## src/rtl/mdio_master.sv

```systemverilog
// mdio_master: Clause-22 MDIO management master; valid/ready request in, one-clk response pulse out.
// Optional feature macro MDIO_PRE_SUPPRESS_EN adds req_pre_sup, which skips the preamble for one frame.
module mdio_master #(
  parameter int unsigned CLK_DIV = 20,
  parameter int unsigned PRE_LEN = 32
) (
  input  logic        clk,
  input  logic        rst_n,
  input  logic        req_valid,
  output logic        req_ready,
  input  logic        req_rd,
  input  logic [4:0]  req_phy,
  input  logic [4:0]  req_reg,
  input  logic [15:0] req_wdata,
`ifdef MDIO_PRE_SUPPRESS_EN
  input  logic        req_pre_sup,
`endif
  output logic        rsp_valid,
  output logic [15:0] rsp_rdata,
  output logic        rsp_err,
  output logic        busy,
  output logic        mdc,
  output logic        mdio_o,
  output logic        mdio_oe,
  input  logic        mdio_i
);
  localparam int unsigned DIV_W = $clog2(CLK_DIV);
  localparam int unsigned CNT_W = 6;
  localparam logic [DIV_W-1:0] DIV_LAST = DIV_W'(CLK_DIV - 1);
  localparam logic [CNT_W-1:0] PRE_LAST = CNT_W'(PRE_LEN - 1);

  typedef enum logic [3:0] {
    S_IDLE, S_PRE, S_ST, S_OP, S_PHYAD, S_REGAD, S_TA, S_DATA, S_END
  } state_t;

  state_t           state;
  logic [CNT_W-1:0] cnt;
  logic [DIV_W-1:0] div;
  logic             rd_q;
  logic [4:0]       phy_q;
  logic [4:0]       reg_q;
  logic [15:0]      wdata_q;
  logic [15:0]      rdata_sh;
  logic             err_sh;

  state_t           nxt_state_c;
  logic [CNT_W-1:0] nxt_cnt_c;
  logic             bit_o_c;
  logic             bit_oe_c;
  logic             use_pre_c;

`ifdef MDIO_PRE_SUPPRESS_EN
  assign use_pre_c = (PRE_LEN != 0) && !req_pre_sup;
`else
  assign use_pre_c = (PRE_LEN != 0);
`endif

  // Which bit follows the current one: field state plus index within the field.
  always_comb begin
    nxt_state_c = state;
    nxt_cnt_c   = cnt + CNT_W'(1);
    case (state)
      S_IDLE:  begin nxt_state_c = use_pre_c ? S_PRE : S_ST; nxt_cnt_c = '0; end
      S_PRE:   if (cnt == PRE_LAST)    begin nxt_state_c = S_ST;    nxt_cnt_c = '0; end
      S_ST:    if (cnt == CNT_W'(1))   begin nxt_state_c = S_OP;    nxt_cnt_c = '0; end
      S_OP:    if (cnt == CNT_W'(1))   begin nxt_state_c = S_PHYAD; nxt_cnt_c = '0; end
      S_PHYAD: if (cnt == CNT_W'(4))   begin nxt_state_c = S_REGAD; nxt_cnt_c = '0; end
      S_REGAD: if (cnt == CNT_W'(4))   begin nxt_state_c = S_TA;    nxt_cnt_c = '0; end
      S_TA:    if (cnt == CNT_W'(1))   begin nxt_state_c = S_DATA;  nxt_cnt_c = '0; end
      S_DATA:  if (cnt == CNT_W'(15))  begin nxt_state_c = S_END;   nxt_cnt_c = '0; end
      default: begin nxt_state_c = S_IDLE; nxt_cnt_c = '0; end
    endcase
  end

  // Pad value for the upcoming bit; released lines idle at 1.
  always_comb begin
    bit_o_c  = 1'b1;
    bit_oe_c = 1'b1;
    case (nxt_state_c)
      S_PRE:   bit_o_c = 1'b1;
      S_ST:    bit_o_c = nxt_cnt_c[0];
      S_OP:    bit_o_c = rd_q ^ nxt_cnt_c[0];
      S_PHYAD: bit_o_c = phy_q[3'(3'd4 - nxt_cnt_c[2:0])];
      S_REGAD: bit_o_c = reg_q[3'(3'd4 - nxt_cnt_c[2:0])];
      S_TA: begin
        bit_o_c  = rd_q | ~nxt_cnt_c[0];
        bit_oe_c = ~rd_q;
      end
      S_DATA: begin
        bit_o_c  = rd_q | wdata_q[4'(4'd15 - nxt_cnt_c[3:0])];
        bit_oe_c = ~rd_q;
      end
      default: begin
        bit_o_c  = 1'b1;
        bit_oe_c = 1'b0;
      end
    endcase
  end

  always_ff @(posedge clk or negedge rst_n) begin
    if (!rst_n) begin
      state     <= S_IDLE;
      cnt       <= '0;
      div       <= '0;
      rd_q      <= 1'b0;
      phy_q     <= '0;
      reg_q     <= '0;
      wdata_q   <= '0;
      rdata_sh  <= '0;
      err_sh    <= 1'b0;
      req_ready <= 1'b1;
      rsp_valid <= 1'b0;
      rsp_rdata <= '0;
      rsp_err   <= 1'b0;
      busy      <= 1'b0;
      mdc       <= 1'b0;
      mdio_o    <= 1'b1;
      mdio_oe   <= 1'b0;
    end else begin
      rsp_valid <= 1'b0;
      if (state == S_IDLE) begin
        mdc <= 1'b0;
        div <= '0;
        if (req_valid && req_ready) begin
          req_ready <= 1'b0;
          busy      <= 1'b1;
          rd_q      <= req_rd;
          phy_q     <= req_phy;
          reg_q     <= req_reg;
          wdata_q   <= req_wdata;
          rdata_sh  <= '0;
          err_sh    <= 1'b0;
          state     <= nxt_state_c;
          cnt       <= nxt_cnt_c;
          mdio_o    <= bit_o_c;
          mdio_oe   <= bit_oe_c;
        end else begin
          busy      <= 1'b0;
          req_ready <= 1'b1;
        end
      end else if (div == DIV_LAST) begin
        div <= '0;
        mdc <= ~mdc;
        if (!mdc) begin
          // Rising MDC: the PHY's bit is stable, capture it.
          if (state == S_TA && cnt == CNT_W'(1) && rd_q) err_sh <= mdio_i;
          if (state == S_DATA && rd_q) rdata_sh <= {rdata_sh[14:0], mdio_i};
        end else begin
          state   <= nxt_state_c;
          cnt     <= nxt_cnt_c;
          mdio_o  <= bit_o_c;
          mdio_oe <= bit_oe_c;
          if (state == S_END) begin
            rsp_valid <= 1'b1;
            rsp_rdata <= rdata_sh;
            rsp_err   <= err_sh;
          end
        end
      end else begin
        div <= div + DIV_W'(1);
      end
    end
  end
endmodule

```

## config.mk

```make
export PLATFORM = sky130hd
export DESIGN_NAME = mdio_master
export DESIGN_NICKNAME = d
export VERILOG_FILES = /design/src/rtl/mdio_master.sv
export SDC_FILE = /design/constraint.sdc
export NUM_CORES = 1
export LEC_CHECK = 0
export ABC_AREA = 1
export CELL_PAD_IN_SITES_DETAIL_PLACEMENT = 0
export CELL_PAD_IN_SITES_GLOBAL_PLACEMENT = 1
export CORE_MARGIN = 2
export CORE_UTILIZATION = 44
export CTS_BUF_LIST = sky130_fd_sc_hd__clkbuf_16
export DETAILED_ROUTE_END_ITERATION = 6
export PLACE_DENSITY = 0.86
export SLEW_MARGIN = 20
export SYNTH_ARGS = -nofsm -noshare
export SYNTH_HDL_FRONTEND = slang
export SYNTH_SLANG_ARGS = --single-unit
```

## constraint.sdc

```tcl
create_clock -name clk -period 5 [get_ports clk]
set_input_delay 0.75 -clock clk [delete_from_list [all_inputs] [get_ports clk]]
set_output_delay 0.75 -clock clk [all_outputs]
set_load 0.01 [all_outputs]
```

==> flow_summary_export.csv, run 1 <==
group,metric,value,unit
timing,rsz0062_at_grt,"false",
layout,nets,599,
drt,via_per_inst,4.90,
drt,dr_total_vias,3413,
setup_path,required,5.23,ns
logic_synthesis,async_flop_share,100,%
logic_synthesis,syn-num-nets,550,
clock_network,cts_max_path_buffers,2,
logic_synthesis,synthCells,514,
status,outcome,"finished, final reports clean",
clock_network,htree_levels,3,
die,ios,54,
setup_path,setup.worst_path.class,"reg -> reg",
grt,antenna_found_initial,0,
clock_network,post_cts_resized,0,
timing,finalCritPeriodShare,55.9,%
clock_network,clock_latency,0.35,ns
clock_network,tritoncts,"yes",
min_path,worstHoldPathType,"in -> async",
power,clkPwrFrac,25.9,%
logic_synthesis,ys.flop_type,"dfrtp_1",
die,core,9240,um^2
setup_path,cpMaxStageDelayCell,"dfrtp_1",
logic_synthesis,synth_common_cells,"nand2_1 (139), dfrtp_1 (80), inv_1 (52)",
logic_synthesis,ys_top_cells_by_area,"dfrtp_1 (48%), nand2_1 (13%), nand3_1 (5.9%)",
logic_synthesis,synth-xor-area-share,1.26,%
timing,tightest_slew,0.712,ns
place,dp_hpwl,6.34,mm
power,netSwitchingFraction,40.0,%
logic_synthesis,synth-compound-area-share,9.35,%
clock_network,cts_root_buffer,"clkbuf_16",
power,p_switching,1.03,mW
die,die_x,101,um
power,sequentialPowerShare,37.9,%
clock_network,clk_pin_slew,0.07,ns
die,die_h,101,um
logic_synthesis,synth_top_family_by_area,"simple AND/OR/NAND/NOR gates",
place,port_buffers,53,
setup_path,critPathMaxStageDelay,0.56,ns
grt,grt_max_degree,83,
grt,grt_usage,18.8,%
die,num_rows,35,
layout,drive_above_1_share,10.9,%
timing,setup_tns,0,ns
logic_synthesis,synthSimpleGateAreaFrac,28.9,%
power,irDropWorstVdd,248,uV
setup_path,arrival,3.03,ns
logic_synthesis,yosysSeqAreaShare,49.2,%
timing,min_period,2.79,ns
logic_synthesis,synth_enable_flop_cells,0,
drt,wl_per_cell,12.8,um
flow_run,maxCapViolations,0,
layout,fillers,868,
clock_network,postCtsSetupBuffers,0,
drt,wl,8.93,mm
logic_synthesis,yosysWarnings,0,
layout,diodes,0,
logic_synthesis,syn-cell-area,4170,um^2
layout,syn2layout_area_growth,21.9,%
clock_network,cts_sinks,82,
die,die_area,10300,um^2
power,p_int,1.54,mW
layout,multiInputGateArea,1820,um^2
setup_path,cp-start-kind,"flip-flop",
setup_path,end_kind,"flip-flop",
logic_synthesis,synthAdderAreaFrac,1.50,%
drt,ant_nets,0,
logic_synthesis,synth_cell_types,32,
logic_synthesis,synth.mux.area_fraction,2.43,%
logic_synthesis,synth_area_per_cell,8.12,um^2
clock_network,cts_hold_buf,0,
timing,slew_headroom,52.5,%
layout,regArea,2050,um^2
grt,grt-ovfl-total,0,
power,p_leak,2.44,nW
place,globalplace.congestion,0.855,
grt,grt_pass1_vias,3213,
logic_synthesis,synth_top_area_share,48.0,%
timing,drv_slew,0,
grt,grt_pass1_wl,15.2,mm
power,p_per_area,505,nW/um^2
logic_synthesis,ys_seq_elements,82,
logic_synthesis,synth.most_common_cell,"nand2_1",
timing,skew,0.00944,ns
drt,first_iter_violations,124,
setup_path,crit_fanout,18,
drt,dr.pass1.iters,4,
timing,whs,0.436,ns
setup_path,worst_path_most_repeated_cell,"nor2_1",
setup_path,crit_chain,"nor2_1 > nand2_2 > inv_2 > nand2_1 > nand2_1 > nor2_1 > inv_1 > nor3_1 > xor2_1 > nor2_1",
timing,finalSetupViolations,0,
timing,max_freq,358,MHz
clock_network,cts-buffers-inserted,9,
die,initial_core_util,45.2,%
power,p_comb_share,36.1,%
drt,drc_errors,0,
timing,hold_violations,0,
logic_synthesis,post-synth-top-area-cell,"dfrtp_1",
==> routing by layer <==
layer	vias to the layer above	wire length [um]	track usage [%]	part of all wire, %
li1	1748	-	-	-
met1	1572	4290	26.2	48
met2	83	4150	30.1	46
met3	10	344	3.11	3.9
met4	0	142	6.55	1.6
met5	-	0	0	0
==> flip-flops by register name, indices dropped and copies added, names as in the netlist <==
name / flops
busy: 1
cnt: 6
div: 5
err_sh: 1
mdc: 1
mdio_o: 1
mdio_oe: 1
phy_q: 5
rd_q: 1
rdata_sh: 16
reg_q: 5
req_ready: 1
rsp_err: 1
rsp_rdata: 16
rsp_valid: 1
state: 4
wdata_q: 16
==> worst max-delay path, delay by kind of cell (launching register included) <==
family                    cells  cell delay [ns]
xor gates and xnor gates      1             0.17
buffers and inverters         2             0.55
DFF                           1             0.56
and+or+nand+nor               7             1.40
==> final timing paths <==
check                         start       endpoint  slack (ns)  cells past startpoint
setup / recovery           state[1]         cnt[5]        2.21                     10
hold / removal                rst_n  rsp_rdata[12]        0.44                      1
setup reg to reg           state[1]         cnt[5]        2.21                     10
hold reg to reg            phy_q[0]       phy_q[0]        0.48                      2
max in group asynchronous     rst_n       phy_q[2]        4.08                      1
min in group clk           phy_q[0]       phy_q[0]        0.48                      2
==> power by group through the flow <==
stage / Sequential [mW] / Combinational, mW / Clock [mW]
2_1_floorplan: 0.954 / 0.726 / 0
3_3_place_gp: 0.977 / 0.920 / 0
3_5_place_dp: 0.985 / 0.936 / 0
4_1_cts: 0.974 / 0.942 / 0.678
5_1_grt: 0.997 / 1.09 / 0.706
6_report: 0.975 / 0.929 / 0.667
==> metrics by stage <==
stage | utilization [%] | instance area [um^2] | instances | total power [mW] | setup slack (ns)
6_report | 55.1 | 5090 | 697 | 2.57 | 2.21
5_1_grt | 55.1 | 5090 | 697 | 2.79 | 1.86
4_1_cts | 55.0 | 5080 | 697 | 2.59 | 2.21
3_5_place_dp | 51.7 | 4780 | 681 | 1.92 | 2.09
3_3_place_gp | 51.7 | 4780 | 681 | 1.90 | 2.13
2_1_floorplan | - | 4170 | 514 | 1.68 | 2.66
==> cell usage in the layout, fill, tap and decap left out, types with 3 or more instances in the layout <==
master,n
nand2_1,139
dfrtp_1,80
inv_1,52
clkdlybuf4s50_1,52
nand3_1,49
o21ai_0,47
nor2_1,43
a21oi_1,14
nand2_2,10
mux2_2,9
clkbuf_16,9
o31ai_1,8
nor2_2,5
nor2_4,5
ha_1,5
nand3_2,4
inv_2,4
xor2_1,4
nor3_1,4
nand4_1,3
inv_8,3
==> cells by family (layout without fill, tap and decap cells) <==
kind of cell | Yosys count | count (layout)
simple gates | 267 | 267
fa+ha+maj | 5 | 5
flops | 82 | 82
buf+inv | 73 | 127
mux | 9 | 9
compound gates | 72 | 72
xor+xnor | 6 | 6
==> final cells by class <==
cell class,instances,share of cell area (%)
Sequential cell,82,40.4
Clock inverter,7,1.50
Tap cell,129,3.17
Multi-Input combinational cell,359,35.7
Clock buffer,9,4.42
Timing Repair Buffer,54,10.6
Inverter,57,4.20
(Power assumes the default switching activity.)
==> run 2, diff against run 1 <==
--- a/config.mk
+++ b/config.mk
@@ -9,10 +9,10 @@
 export CELL_PAD_IN_SITES_DETAIL_PLACEMENT = 0
 export CELL_PAD_IN_SITES_GLOBAL_PLACEMENT = 1
 export CORE_MARGIN = 2
-export CORE_UTILIZATION = 44
+export CORE_UTILIZATION = 37
 export CTS_BUF_LIST = sky130_fd_sc_hd__clkbuf_16
 export DETAILED_ROUTE_END_ITERATION = 6
-export PLACE_DENSITY = 0.86
+export PLACE_DENSITY = 0.78
 export SLEW_MARGIN = 20
 export SYNTH_ARGS = -nofsm -noshare
 export SYNTH_HDL_FRONTEND = slang
==> constraint.sdc (replaced) <==
create_clock -name clk -period 2.52 [get_ports clk]
set_input_delay 0.378 -clock clk [delete_from_list [all_inputs] [get_ports clk]]
set_output_delay 0.378 -clock clk [all_outputs]
set_load 0.01 [all_outputs]
==> flow_summary_export.csv, run 2 (synthesis results as in run 1) <==
group,metric,value,unit
die,core,10900,um^2
layout,final_cell_mix,"nand2_1 (139), dfrtp_1 (77), inv_1 (52), clkdlybuf4s50_1 (52), nand3_1 (48)",
clock_network,cts_max_path_buffers,2,
setup_path,cp-endpoint,"mdio_o",
setup_path,setup.worst_path.class,"reg -> reg",
place,placed_cells,702,
place,dpl_worst_slack,0.142,ns
layout,reg_top3,"rdata_sh x16, rsp_rdata x16, wdata_q x16",
timing,rsz0062_at_grt,"false",
clock_network,clock_latency,0.34,ns
grt,grt_pass1_wl,16.2,mm
die,die_x,110,um
clock_network,cts_hold_buf,0,
timing,finalCritPeriodShare,89.3,%
setup_path,rrSetupSlack,0.27,ns
power,p_per_area,1000,nW/um^2
place,globalplace.congestion,0.838,
setup_path,crit_fanout,9,
grt,grt_usage,17.3,%
drt,wl,9.57,mm
drt,wl_per_cell,13.3,um
die,die_area,12100,um^2
layout,final_common_cell,"nand2_1",
grt,antenna_found_initial,0,
timing,drv_slew,0,
setup_path,arrival,2.52,ns
timing,min_period,2.25,ns
timing,skew,0.00636,ns
timing,setup_tns,0,ns
drt,ant_nets,0,
layout,syn2layout_area_growth,24.9,%
grt,grt_pass1_vias,3360,
drt,dr_total_vias,3471,
timing,hold_violations,2,
setup_path,crit_path_start,"cnt[1]",
status,violations,"negative hold slack",
drt,drc_errors,0,
min_path,worstHoldPathType,"in -> async",
layout,finalNonFillerCells,719,
die,die_h,110,um
power,irDropWorstVdd,472,uV
power,p_leak,2.49,nW
setup_path,required,2.79,ns
clock_network,cts_sinks,82,
timing,finalSetupViolations,0,
die,ios,54,
place,port_buffers,53,
timing,tightest_slew,0.485,ns
layout,diodes,0,
layout,drive_above_1_share,13.8,%
clock_network,htree_levels,3,
status,outcome,"complete, but fails checks",
setup_path,cp-start-kind,"flip-flop",
timing,max_freq,445,MHz
setup_path,rr_startpoint,"cnt[1]",
clock_network,cts_root_buffer,"clkbuf_16",
flow_run,maxCapViolations,0,
drt,via_per_inst,4.83,
clock_network,tritoncts,"yes",
layout,final_util,47.7,%
clock_network,clk_pin_slew,0.07,ns
timing,whs,-0.00346,ns
die,num_rows,38,
grt,grt-ovfl-total,0,
timing,slew_headroom,67.7,%
place,dp_hpwl,7.05,mm
die,initial_core_util,38.2,%
layout,nets,610,
setup_path,regToRegEndpoint,"mdio_o",
clock_network,cts-buffers-inserted,9,
timing,setup_slack,0.271,ns
power,power,5.24,mW
grt,grt_max_degree,46,
drt,dr.pass1.iters,4,
drt,first_iter_violations,229,
setup_path,reg2regPathDepth,16,
setup_path,end_kind,"flip-flop",
## run 2: changes by cell type in the layout (fill, tap and decap cells not counted), sizes merged
cell | previous run | this run
clkinvlp | 0 | 1
buf | 2 | 13
inv | 61 | 60
## run 2: worst min path at each step
| stage | start | end | slack, ns | depth (start not counted) |
|---|---|---|---|---|
| 2_1_floorplan | rst_n | busy | 0.08 | 0 |
| 3_3_place_gp | rst_n | rsp_rdata[15] | 0.38 | 1 |
| 3_5_place_dp | rst_n | rsp_rdata[15] | 0.38 | 1 |
| 4_1_cts | rst_n | rsp_rdata[15] | 0.01 | 1 |
| 5_1_grt | rst_n | rdata_sh[15] | 0.03 | 1 |
| 6_report | rst_n | rsp_rdata[15] | -0.003 | 1 |
## run 2: area by class of cell
class,count,area [um^2]
flip-flops and latches,82,2060
fillers,1081,5720
repair buffers,65,631
multi-input cells,359,1850
clock inverters,7,58.8
well taps,140,175
clock buffers,9,225
inverters,57,214
## run 2: worst max-delay path, stage by stage (launching register included)
cell and delay [ns]:
dfrtp_2 0.44, inv_1 0.09, ha_1 0.17, nand3_2 0.18
nand3_1 0.19, nand2_4 0.11, nor2_8 0.13, ha_4 0.22
nor2_1 0.10, nand2_1 0.06, nand3_1 0.07, nand2_1 0.05
nor2_1 0.08, nand2_1 0.06, nand2_1 0.07, nor2_2 0.04
a21oi_2 0.12
## run 2: per-layer routing
metal	vias to the layer above	track usage, %	share of wire (%)
li1	1770	-	-
met5	-	0	0
met3	14	2.88	3.4
met4	0	6.25	1.6
met2	77	28.6	47
met1	1610	22.9	48
## run 2: per-stage QoR
step / hold slack [ns] / cell area [um^2]
2_1_floorplan: 0.0824 / 4170
3_3_place_gp: 0.380 / 4880
3_5_place_dp: 0.382 / 4880
4_1_cts: 0.0112 / 5160
5_1_grt: 0.0346 / 5210
6_report: -0.00346 / 5210
## run 2: where the power goes
group	switching [mW]	internal [mW]
Sequential	0.226	1.72
Combinational	1.27	0.747
Clock	0.586	0.686
Total	2.08	3.15
## run 2: repair_timing
item | 4_1_cts | 5_1_grt
setup endpoints to repair | 0 | 1
buffers inserted | 0 | 1
resized for setup | 0 | 9
==> run 3, diff against run 2 <==
--- a/config.mk
+++ b/config.mk
@@ -12,7 +12,7 @@
 export CORE_UTILIZATION = 37
 export CTS_BUF_LIST = sky130_fd_sc_hd__clkbuf_16
 export DETAILED_ROUTE_END_ITERATION = 6
-export PLACE_DENSITY = 0.78
+export PLACE_DENSITY_LB_ADDON = 0.1
 export SLEW_MARGIN = 20
 export SYNTH_ARGS = -nofsm -noshare
 export SYNTH_HDL_FRONTEND = slang
==> flow_summary_export.csv, run 3 (synthesis results as in run 1) <==
group,metric,value,unit
setup_path,cp-start-kind,"flip-flop",
drt,first_iter_violations,137,
grt,grt_pass1_wl,15.7,mm
drt,drc_errors,0,
timing,slew_headroom,65.6,%
grt,grt_pass1_vias,3246,
setup_path,reg2regPathDepth,16,
setup_path,crit_buf_inv,1,
grt,grt-ovfl-total,0,
grt,grt_max_degree,45,
power,netSwitchingFraction,37.9,%
drt,ant_nets,0,
setup_path,rrSetupSlack,0.23,ns
timing,max_freq,436,MHz
die,die_h,110,um
layout,drive_above_1_share,13.3,%
layout,regArea,2060,um^2
setup_path,regToRegEndpoint,"mdio_o",
setup_path,rr_startpoint,"cnt[1]",
clock_network,clock_latency,0.34,ns
layout,nets,610,
grt,antenna_found_initial,0,
timing,tightest_slew,0.517,ns
drt,wl,9.43,mm
die,die_x,110,um
clock_network,cts_hold_buf,0,
layout,fin_area,5230,um^2
layout,multiInputGateArea,1830,um^2
setup_path,crit_chain,"inv_1 > ha_1 > nand3_2 > nand3_1 > nand2_4 > nor2_8 > ha_1 > nor2_1 > nand2_1 > nand3_1 > nand2_1 > nor2_1 > nand2_1 > nand2_1 > nor2_2 > a21oi_2",
power,sequentialPowerShare,36.2,%
timing,drv_slew,0,
clock_network,cts-buffers-inserted,9,
die,ios,54,
layout,fillers,1127,
setup_path,required,2.79,ns
clock_network,htree_levels,3,
setup_path,setup.worst_path.class,"reg -> reg",
setup_path,crit_fanout,9,
die,die_area,12100,um^2
power,p_switching,2.02,mW
layout,finalNonFillerCells,719,
drt,dr.pass1.iters,6,
flow_run,maxCapViolations,0,
power,p_int,3.32,mW
drt,wl_per_cell,13.1,um
die,num_rows,38,
die,core,10900,um^2
clock_network,cts_root_buffer,"clkbuf_16",
power,irDropWorstVdd,453,uV
drt,via_per_inst,4.79,
layout,final_cell_mix,"nand2_1 (139), dfrtp_1 (77), inv_1 (52), clkdlybuf4s50_1 (52), nand3_1 (49)",
power,p_comb_share,36.9,%
setup_path,cpMaxStageDelayCell,"dfrtp_2",
die,initial_core_util,38.2,%
min_path,worstHoldPathType,"in -> async",
place,dp_hpwl,7.01,mm
layout,diodes,0,
timing,finalSetupViolations,0,
timing,hold_violations,0,
place,dpl_cell_area,4880,um^2
timing,whs,0.00365,ns
timing,skew,0.00695,ns
setup_path,critPathMaxStageDelay,0.44,ns
power,p_per_area,1020,nW/um^2
setup_path,worst_path_most_repeated_cell,"nand2_1",
power,p_leak,2.50,nW
timing,min_period,2.29,ns
drt,dr_total_vias,3441,
clock_network,cts_max_path_buffers,2,
status,outcome,"finished, final reports clean",
layout,final_common_cell,"nand2_1",
place,placed_cells,702,
setup_path,end_kind,"flip-flop",
setup_path,cp_top_family,"simple AND/OR/NAND/NOR gates",
layout,syn2layout_area_growth,25.3,%
power,clkPwrFrac,26.9,%
place,port_buffers,53,
timing,finalCritPeriodShare,91.0,%
grt,grt_usage,16.8,%
setup_path,arrival,2.57,ns
place,globalplace.congestion,0.839,
clock_network,cts_sinks,82,
clock_network,tritoncts,"yes",
clock_network,clk_pin_slew,0.06,ns
layout,reg_top3,"rdata_sh x16, rsp_rdata x16, wdata_q x16",
[run 3: metrics by stage]
step           setup slack (ns)  TNS [ns]  util [%]  power, mW
5_1_grt                -0.00414  -0.00414      47.8       5.83
3_5_place_dp              0.179         0      44.6       3.93
3_3_place_gp              0.231         0      44.6       3.92
6_report                  0.227         0      47.8       5.34
4_1_cts                   0.159         0      47.6       5.39
2_1_floorplan             0.184         0         -       3.33
[run 3: worst register-to-register path: stages (launching register included)]
cell and delay, ns:
dfrtp_2 0.44, inv_1 0.09, ha_1 0.18, nand3_2 0.15, nand3_1 0.18, nand2_4 0.12, nor2_8 0.12, ha_1 0.28
nor2_1 0.12, nand2_1 0.07, nand3_1 0.08, nand2_1 0.05, nor2_1 0.08, nand2_1 0.06, nand2_1 0.07, nor2_2 0.04
a21oi_2 0.11
[run 3: power by group through the flow]
stage | Sequential [mW] | Clock, mW | Combinational, mW
5_1_grt | 2.00 | 1.53 | 2.30
3_3_place_gp | 1.94 | 0 | 1.98
6_report | 1.94 | 1.44 | 1.97
4_1_cts | 1.93 | 1.47 | 2.00
3_5_place_dp | 1.95 | 0 | 1.99
2_1_floorplan | 1.89 | 0 | 1.44
[run 3: cell type report]
cell class,instances,area share [%]
Clock inverter,7,1.87
Sequential cell,82,39.4
Inverter,57,4.09
Clock buffer,9,4.31
Timing Repair Buffer,65,12.1
Tap cell,140,3.35
Multi-Input combinational cell,359,35.0
[run 3: worst max path at each step]
stage,start,to,slack [ns],cells after the start
after global routing,cnt[1],mdio_o,-0.004,16
after detailed placement,cnt[0],mdio_o,0.18,17
final,cnt[1],mdio_o,0.23,16
after floorplan,cnt[0],mdio_o,0.18,19
after global placement,cnt[0],mdio_o,0.23,17
after CTS,cnt[0],mdio_o,0.16,17
[run 3: timing repair]
| item | 4_1_cts | 5_1_grt |
|---|---|---|
| setup buffers | 0 | 1 |
| endpoints found under the hold margin | 0 | 0 |
| gates resized for setup | 0 | 6 |
| setup endpoints to repair | 0 | 1 |
[run 3: metal layers]
layer / vias up / share of wire, % / track usage (%)
met5: - / 0 / 0
met4: 0 / 1.1 / 6.43
met3: 10 / 3.1 / 2.29
met2: 60 / 48 / 27.9
met1: 1599 / 48 / 22.4
li1: 1772 / - / -
